`config.mk`:
```
export PLATFORM = sky130hd
export DESIGN_NAME = imem_responder_flat
export DESIGN_NICKNAME = d
export VERILOG_FILES = /design/src/rtl/imem_responder_pkg.sv /design/src/rtl/imem_responder_if.sv /design/src/rtl/imem_responder.sv /design/src/flat_wrapper.sv
export SDC_FILE = /design/constraint.sdc
export NUM_CORES = 1
export LEC_CHECK = 0
export CAP_MARGIN = 10
export CORE_MARGIN = 3
export CORE_UTILIZATION = 55
export DETAILED_ROUTE_END_ITERATION = 12
export GPL_TIMING_DRIVEN = 0
export HOLD_SLACK_MARGIN = 0.15
export PLACE_DENSITY = 0.93
export SETUP_SLACK_MARGIN = 0.5
export SLEW_MARGIN = 10
export SYNTH_ARGS = -nofsm -noshare
export SYNTH_HDL_FRONTEND = slang
export SYNTH_SLANG_ARGS = --single-unit
```
`constraint.sdc`:
```
create_clock -name clock -period 5.3 [get_ports clock]
set_input_delay 1.06 -clock clock [delete_from_list [all_inputs] [get_ports clock]]
set_output_delay 1.06 -clock clock [all_outputs]
set_load 0.005 [all_outputs]
```
`src/rtl/imem_responder_pkg.sv`:
```
// imem_responder_pkg: shared width and FSM encodings for the instruction-fetch responder.
package imem_responder_pkg;
   localparam int DATA_WIDTH = 32;
   typedef enum logic [1:0] {IDLE = 2'd0, READ = 2'd1, FILL = 2'd2} state_t;
endpackage

```
`src/rtl/imem_responder_if.sv`:
```
// imem_responder_if: fetch-stage port plus byte-wide ROM port of the responder.
interface imem_responder_if
   import imem_responder_pkg::*;
#(parameter int ADDR_W = 16);
   logic [DATA_WIDTH-1:0] pc;
   logic [31:0] idata;
   logic stall;
   logic err;
   logic [ADDR_W-1:0] mem_addr;
   logic mem_rd;
   logic [7:0] mem_rdata;
   logic mem_ack;
   modport master (output pc, mem_rdata, mem_ack, input idata, stall, err, mem_addr, mem_rd);
   modport slave (input pc, mem_rdata, mem_ack, output idata, stall, err, mem_addr, mem_rd);
endinterface

```
`src/rtl/imem_responder.sv`:
```
// imem_responder: one-word line buffer filling 32-bit instructions from a byte-wide ROM.
module imem_responder
   import imem_responder_pkg::*;
#(
   parameter int ADDR_W = 16,
   parameter int TIMEOUT = 15
) (
   input logic clock,
   input logic reset,
   imem_responder_if.slave bus
);
   localparam int TW = $clog2(TIMEOUT + 1);
   localparam int WW = ADDR_W - 2;
   state_t state, state_nx;
   logic [31:0] line_data;
   logic [WW-1:0] line_tag, miss_wa;
   logic line_valid;
   logic [1:0] byte_cnt;
   logic [TW-1:0] tmo_cnt;
   logic oor, hit, miss, last_byte, expired;
   assign oor = |bus.pc[DATA_WIDTH-1:ADDR_W];
   assign hit = line_valid && line_tag == bus.pc[ADDR_W-1:2];
   assign miss = state == IDLE && !oor && !hit;
   assign last_byte = bus.mem_ack && byte_cnt == 2'd3;
   assign expired = !bus.mem_ack && tmo_cnt == TW'(TIMEOUT - 1);
   always_ff @(posedge clock or negedge reset)
      if (!reset) state <= IDLE;
      else state <= state_nx;
   always_comb begin
      state_nx = state == IDLE ? (miss ? READ : IDLE)
               : state == READ ? (last_byte ? FILL : expired ? IDLE : READ)
               : IDLE;
   end
   // out-of-range pc is answered with zero without touching the line buffer
   always_comb begin
      bus.idata = state == IDLE && oor ? 32'h0 : line_data;
      bus.stall = !(state == IDLE && (oor || hit));
      bus.mem_rd = state == READ;
   end
   always_ff @(posedge clock or negedge reset)
      if (!reset) begin
         line_data <= '0;
         line_tag <= '0;
         line_valid <= 1'b0;
         miss_wa <= '0;
         byte_cnt <= '0;
         tmo_cnt <= '0;
         bus.mem_addr <= '0;
         bus.err <= 1'b0;
      end else begin
         if (state == IDLE && (oor || |bus.pc[1:0])) bus.err <= 1'b1;
         if (miss) begin
            miss_wa <= bus.pc[ADDR_W-1:2];
            bus.mem_addr <= {bus.pc[ADDR_W-1:2], 2'b00};
            byte_cnt <= '0;
            tmo_cnt <= '0;
         end
         if (state == READ) begin
            if (bus.mem_ack) begin
               line_data[{byte_cnt, 3'b000} +: 8] <= bus.mem_rdata;
               byte_cnt <= byte_cnt + 2'd1;
               bus.mem_addr <= bus.mem_addr + ADDR_W'(1);
               tmo_cnt <= '0;
            end else if (expired) begin
               line_data <= '0;
               line_tag <= miss_wa;
               line_valid <= 1'b1;
               bus.err <= 1'b1;
               tmo_cnt <= '0;
            end else tmo_cnt <= tmo_cnt + TW'(1);
         end
         if (state == FILL) begin
            line_tag <= miss_wa;
            line_valid <= 1'b1;
         end
      end
endmodule

```
`src/flat_wrapper.sv`:
```
// flat-port wrapper written by rule: the top's interface ports become plain ports
module imem_responder_flat import imem_responder_pkg::*;
#(
   parameter int ADDR_W = 16,
   parameter int TIMEOUT = 15
)
  (clock, reset, bus_pc, bus_mem_rdata, bus_mem_ack, bus_idata, bus_stall, bus_err, bus_mem_addr, bus_mem_rd);
  imem_responder_if #(.ADDR_W(ADDR_W)) bus_i ();
  input logic clock;
  input logic reset;
  input wire logic [$bits(bus_i.pc)-1:0] bus_pc;
  input wire logic [$bits(bus_i.mem_rdata)-1:0] bus_mem_rdata;
  input wire logic [$bits(bus_i.mem_ack)-1:0] bus_mem_ack;
  output wire logic [$bits(bus_i.idata)-1:0] bus_idata;
  output wire logic [$bits(bus_i.stall)-1:0] bus_stall;
  output wire logic [$bits(bus_i.err)-1:0] bus_err;
  output wire logic [$bits(bus_i.mem_addr)-1:0] bus_mem_addr;
  output wire logic [$bits(bus_i.mem_rd)-1:0] bus_mem_rd;
  assign bus_i.pc = bus_pc;
  assign bus_i.mem_rdata = bus_mem_rdata;
  assign bus_i.mem_ack = bus_mem_ack;
  assign bus_idata = bus_i.idata;
  assign bus_stall = bus_i.stall;
  assign bus_err = bus_i.err;
  assign bus_mem_addr = bus_i.mem_addr;
  assign bus_mem_rd = bus_i.mem_rd;
  imem_responder #(.ADDR_W(ADDR_W), .TIMEOUT(TIMEOUT)) u_core (.clock(clock), .reset(reset), .bus(bus_i));
endmodule
```
* Word level (Yosys, flattened, before mapping)
Index checks and enable logic that the tools add are counted.
Cells by class: $add $sub $neg 4, equality and inequality tests 6, shift-type cells 2, mux-type cells 31, reductions and logical operators 23
Operators by type and width (count):
- $mux W32 | 3
- $mux W14 | 4
- $mux W16 | 3
- $bwmux W32 | 1
- $shift A8 B7 Y32 const A | 1
- $shiftx A8 B7 Y32 | 1
- $add A16 B1 Y16 const B | 1
- $mux W4 | 4
- $reduce_or A16 Y1 | 1
- $eq A14 B14 Y1 | 1
- $mux W2 | 6
- $mux W1 | 10
- $logic_and A1 B1 Y1 | 8
- $reduce_bool A2 Y1 | 4
- $neg A5 Y7 | 1
- $add A4 B1 Y4 const B | 1
- $eq A2 B2 Y1 const B | 2
- $eq A4 B4 Y1 const B | 1
- $logic_not A1 Y1 | 4
- $reduce_and A3 Y1 | 1
- $add A2 B1 Y2 const B | 1
- $eq A2 B1 Y1 const B | 1
- $logic_not A2 Y1 | 1
- $logic_or A1 B1 Y1 | 2
- 3 further kinds | 3
Storage, ports and cells: register bits 86, output and inout port bits 51

* Longest topological paths before layout
word-level depth 7, mapped depth 8, mapped depth without buffers 7

* Worst setup path before layout
Ideal clock, no wire load.
kind input port to output port, from input port bus_pc[9], to output port bus_stall, data arrival time 2288 ps, data required time 4240 ps, slack 1952 ps, cell stages on the path 7, path buffers 2, cell sequence xnor2_1 -> nand4_1 -> or4_1 -> buf_2 -> clkbuf_1 -> nand2_1 -> nand2_1
Between the ends: cells in the longest elaborated chain, start to end 5
RTL lines:
- start: declaration | RTL line flat_wrapper.sv:11 | input wire logic [$bits(bus_i.pc)-1:0] bus_pc;
- $eq A14 B14 Y1 | RTL line imem_responder.sv:22 | assign hit = line_valid && line_tag == bus.pc[ADDR_W-1:2];
- $logic_and A1 B1 Y1 | RTL line imem_responder.sv:22
- $logic_or A1 B1 Y1 | RTL line imem_responder.sv:37 | bus.stall = !(state == IDLE && (oor || hit));
- $logic_and A1 B1 Y1 | RTL line imem_responder.sv:37
- $logic_not A1 Y1 | RTL line imem_responder.sv:37
- end: declaration | RTL line flat_wrapper.sv:15 | output wire logic [$bits(bus_i.stall)-1:0] bus_stall;
Every way passes these cells.

* Worst setup path after layout
Same ends and word-level chain as after synthesis.

==> results.toml <==
[clock_network]
cts_num_sinks = 86
htreeDepth = 3
post_cts_resized = 0
cts_hold_buf = 0
clk_pin_slew_ns = 0.08
cts_tree = "done"
insertion_delay_ns = 0.36
cts-root-buf = "clkbuf_8"
cts_setup_buffers = 0
cts_buffers = 9
cts.path.max_buffers = 2

[critical_path]
ff2ff_path_depth = 8
path_buf_inv = 4
critPathTopFamily = "buffers and inverters"
path_cells = "clkdlybuf4s50_1, xnor2_1, nand4_1, or4_1, buf_2, clkbuf_1, nand2_1, nand2_1, clkdlybuf4s50_1"
cp_max_fo = 10
worstPathRequired_ns = 4.24
worst-path-stages = 9
worstSetupStartpointType = "primary input"
critPathCaptureType = "output pin"
cp.arrival_ns = 3.61
slowest_stage = "or4_1"
cp_slowest_stage_delay_ns = 0.52
criticalPathCategory = "in2out"

[detailed_routing]
drtAntennaViolNets = 0
drt_first_iter_violations = 206
drt-wirelength-per-cell_um = 18.1
viasPerCell = 5.97
drc = 0
dr_total_vias = 3806
drt-total-wl_um = 11500
first_pass_iters = 7

[sta]
skew_ns = 0.0129
worst_hold_slack_ns = 0.477
relSlewSlack_pct = 42.1
fmax_mhz = 214
rsz0062_at_grt = "no"
finalCriticalPeriod_ns = 4.67
finalSetupTns_ns = 0
worst_pin_slew_ns = 0.866
maxSlewViolCount = 0
fin_crit_sh_pct = 88.1
setup_violations = 0
finalHoldViolations = 0

[final_layout]
final_cell_mix = "clkdlybuf4s50_1 (92), dfrtp_1 (86), nand2_1 (73)"
n_antenna_cell = 0
postLayoutCoreUtil_pct = 75.7
final_common_cell = "clkdlybuf4s50_1"
layout-drive-gt1-share_pct = 11.1
area_growth_syn_to_layout_pct = 30.4
fin_nets = 588

[min_path]
min_path_type = "reg2reg"
hold_depth = 2

[logic_synthesis]
synth_area_leaders = "dfrtp_1 (50%), mux2_2 (7.3%), nand2_1 (6.4%)"
synth-edff-count = 0
yosysWarnings = 0
synth_cell_type_count = 42
syn_nets = 483
postSynthAreaPerCell_um2 = 10.0
ys.flop_type = "dfrtp_1"
netlist.area_leader.share_pct = 50.0
synth-seq-cells = 86
syn_inst = 429
netlist_area_um2 = 4300
async_reset_ff_share_pct = 100
yosysTopAreaCell = "dfrtp_1"
seq_area_frac_synth_pct = 50.0

[floorplan]
ios = 94
coreArea_um2 = 7410
start_util_pct = 58.1
die_w_um = 94.5
std_cell_rows = 31
die_area_um2 = 8920
fp.dieH_um = 94.5

[global_route]
grt_max_degree = 67
grt_pass1_vias = 3734
grt-ovfl-total = 0
grt_use_total_pct = 26.8
grt_pass1_wl_um = 18300
antenna_found_initial = 0

[place]
place_congestion = 0.878
hpwl_um = 8340
port_buffers = 93

[pwr]
total_power_mw = 1.24
ir_drop_mv = 0.156
p_leak_nw = 2.42
power.density_nw_per_um2 = 221

[run_status]
status = "completed"

[flow_run]
maxCapViolCount = 0
[kinds of logic after synthesis]
group,Yosys count,share of synthesized area (%)
buf+inv,29,2.88
flops,86,50.0
fa+ha+maj,11,3.20
xor+xnor,14,2.85
compound gates,85,12.7
simple gates,176,21.1
mux,28,7.33
[synthesized netlist by cell type, types with 4 or more instances]
master,instances
nand4_1,11
a21oi_1,11
ha_1,11
clkbuf_1,11
nor2_1,11
mux2_2,28
dfrtp_1,86
o21ai_0,35
a31o_2,5
and2_1,8
nor4_1,8
a22o_1,8
a211o_1,6
nor2b_1,34
xnor2_1,14
nand3_1,8
inv_1,10
o21ai_1,5
and4_1,4
nand2_1,73
[power breakdown]
group | total, mW | switching (mW) | internal [mW]
combinational | 0.0707 | 0.0349 | 0.0357
clock | 0.513 | 0.243 | 0.270
sequential | 0.656 | 0.000262 | 0.656
total | 1.24 | 0.278 | 0.961
[per-layer routing]
metal / vias to the layer above / global-route usage (%) / wire length [um]
li1: 1721 / - / -
met1: 1828 / 32.5 / 4490
met2: 209 / 46.4 / 5780
met3: 48 / 4.38 / 790
met4: 0 / 13.2 / 450
met5: - / 0 / 0
[cell type report]
class,count,area [um^2]
Sequential cell,86,2150
Multi-Input combinational cell,314,2030
Fill cell,478,1800
Timing Repair Buffer,94,956
Clock buffer,10,128
Tap cell,99,124
Clock inverter,6,93.8
Buffer,19,86.3
Inverter,10,37.5
[final timing paths]
| path | start | end | slack, ns |
|---|---|---|---|
| max in group asynchronous | reset | u_core.bus.mem_addr[6] | 4.11 |
| worst max-delay path | bus_pc[9] | bus_stall | 0.63 |
| worst min register to register | u_core.line_data[14] | u_core.line_data[14] | 0.48 |
| worst max register to register | u_core.state[1] | u_core.bus.mem_addr[14] | 2.78 |
| worst min-delay path | u_core.line_data[14] | u_core.line_data[14] | 0.48 |
| min in group asynchronous | reset | u_core.line_data[15] | 0.57 |
[tightest hold or removal path, delay by kind of cell (launching register included)]
kind | cells | cell delay (ns)
flops | 1 | 0.34
compound gates | 1 | 0.06
simple gates | 1 | 0.04
[per-stage QoR]
step	setup WS (ns)	instances	cell area (um^2)
after floorplan	1.95	429	4300
after global placement	0.229	621	5360
after detailed placement	0.732	622	5380
after CTS	0.656	638	5600
after global routing	0.537	638	5610
final	0.629	638	5610
[state kept, by name, summed over array words and instances, names as in the netlist]
| register | flops |
|---|---|
| u_core.line_data | 32 |
| u_core.bus.mem_addr | 16 |
| u_core.line_tag | 14 |
| u_core.miss_wa | 14 |
| u_core.tmo_cnt | 4 |
| u_core.byte_cnt | 2 |
| u_core.state | 2 |
| u_core.bus.err | 1 |
| u_core.line_valid | 1 |
Note: power is estimated with default switching activity, not from simulation.
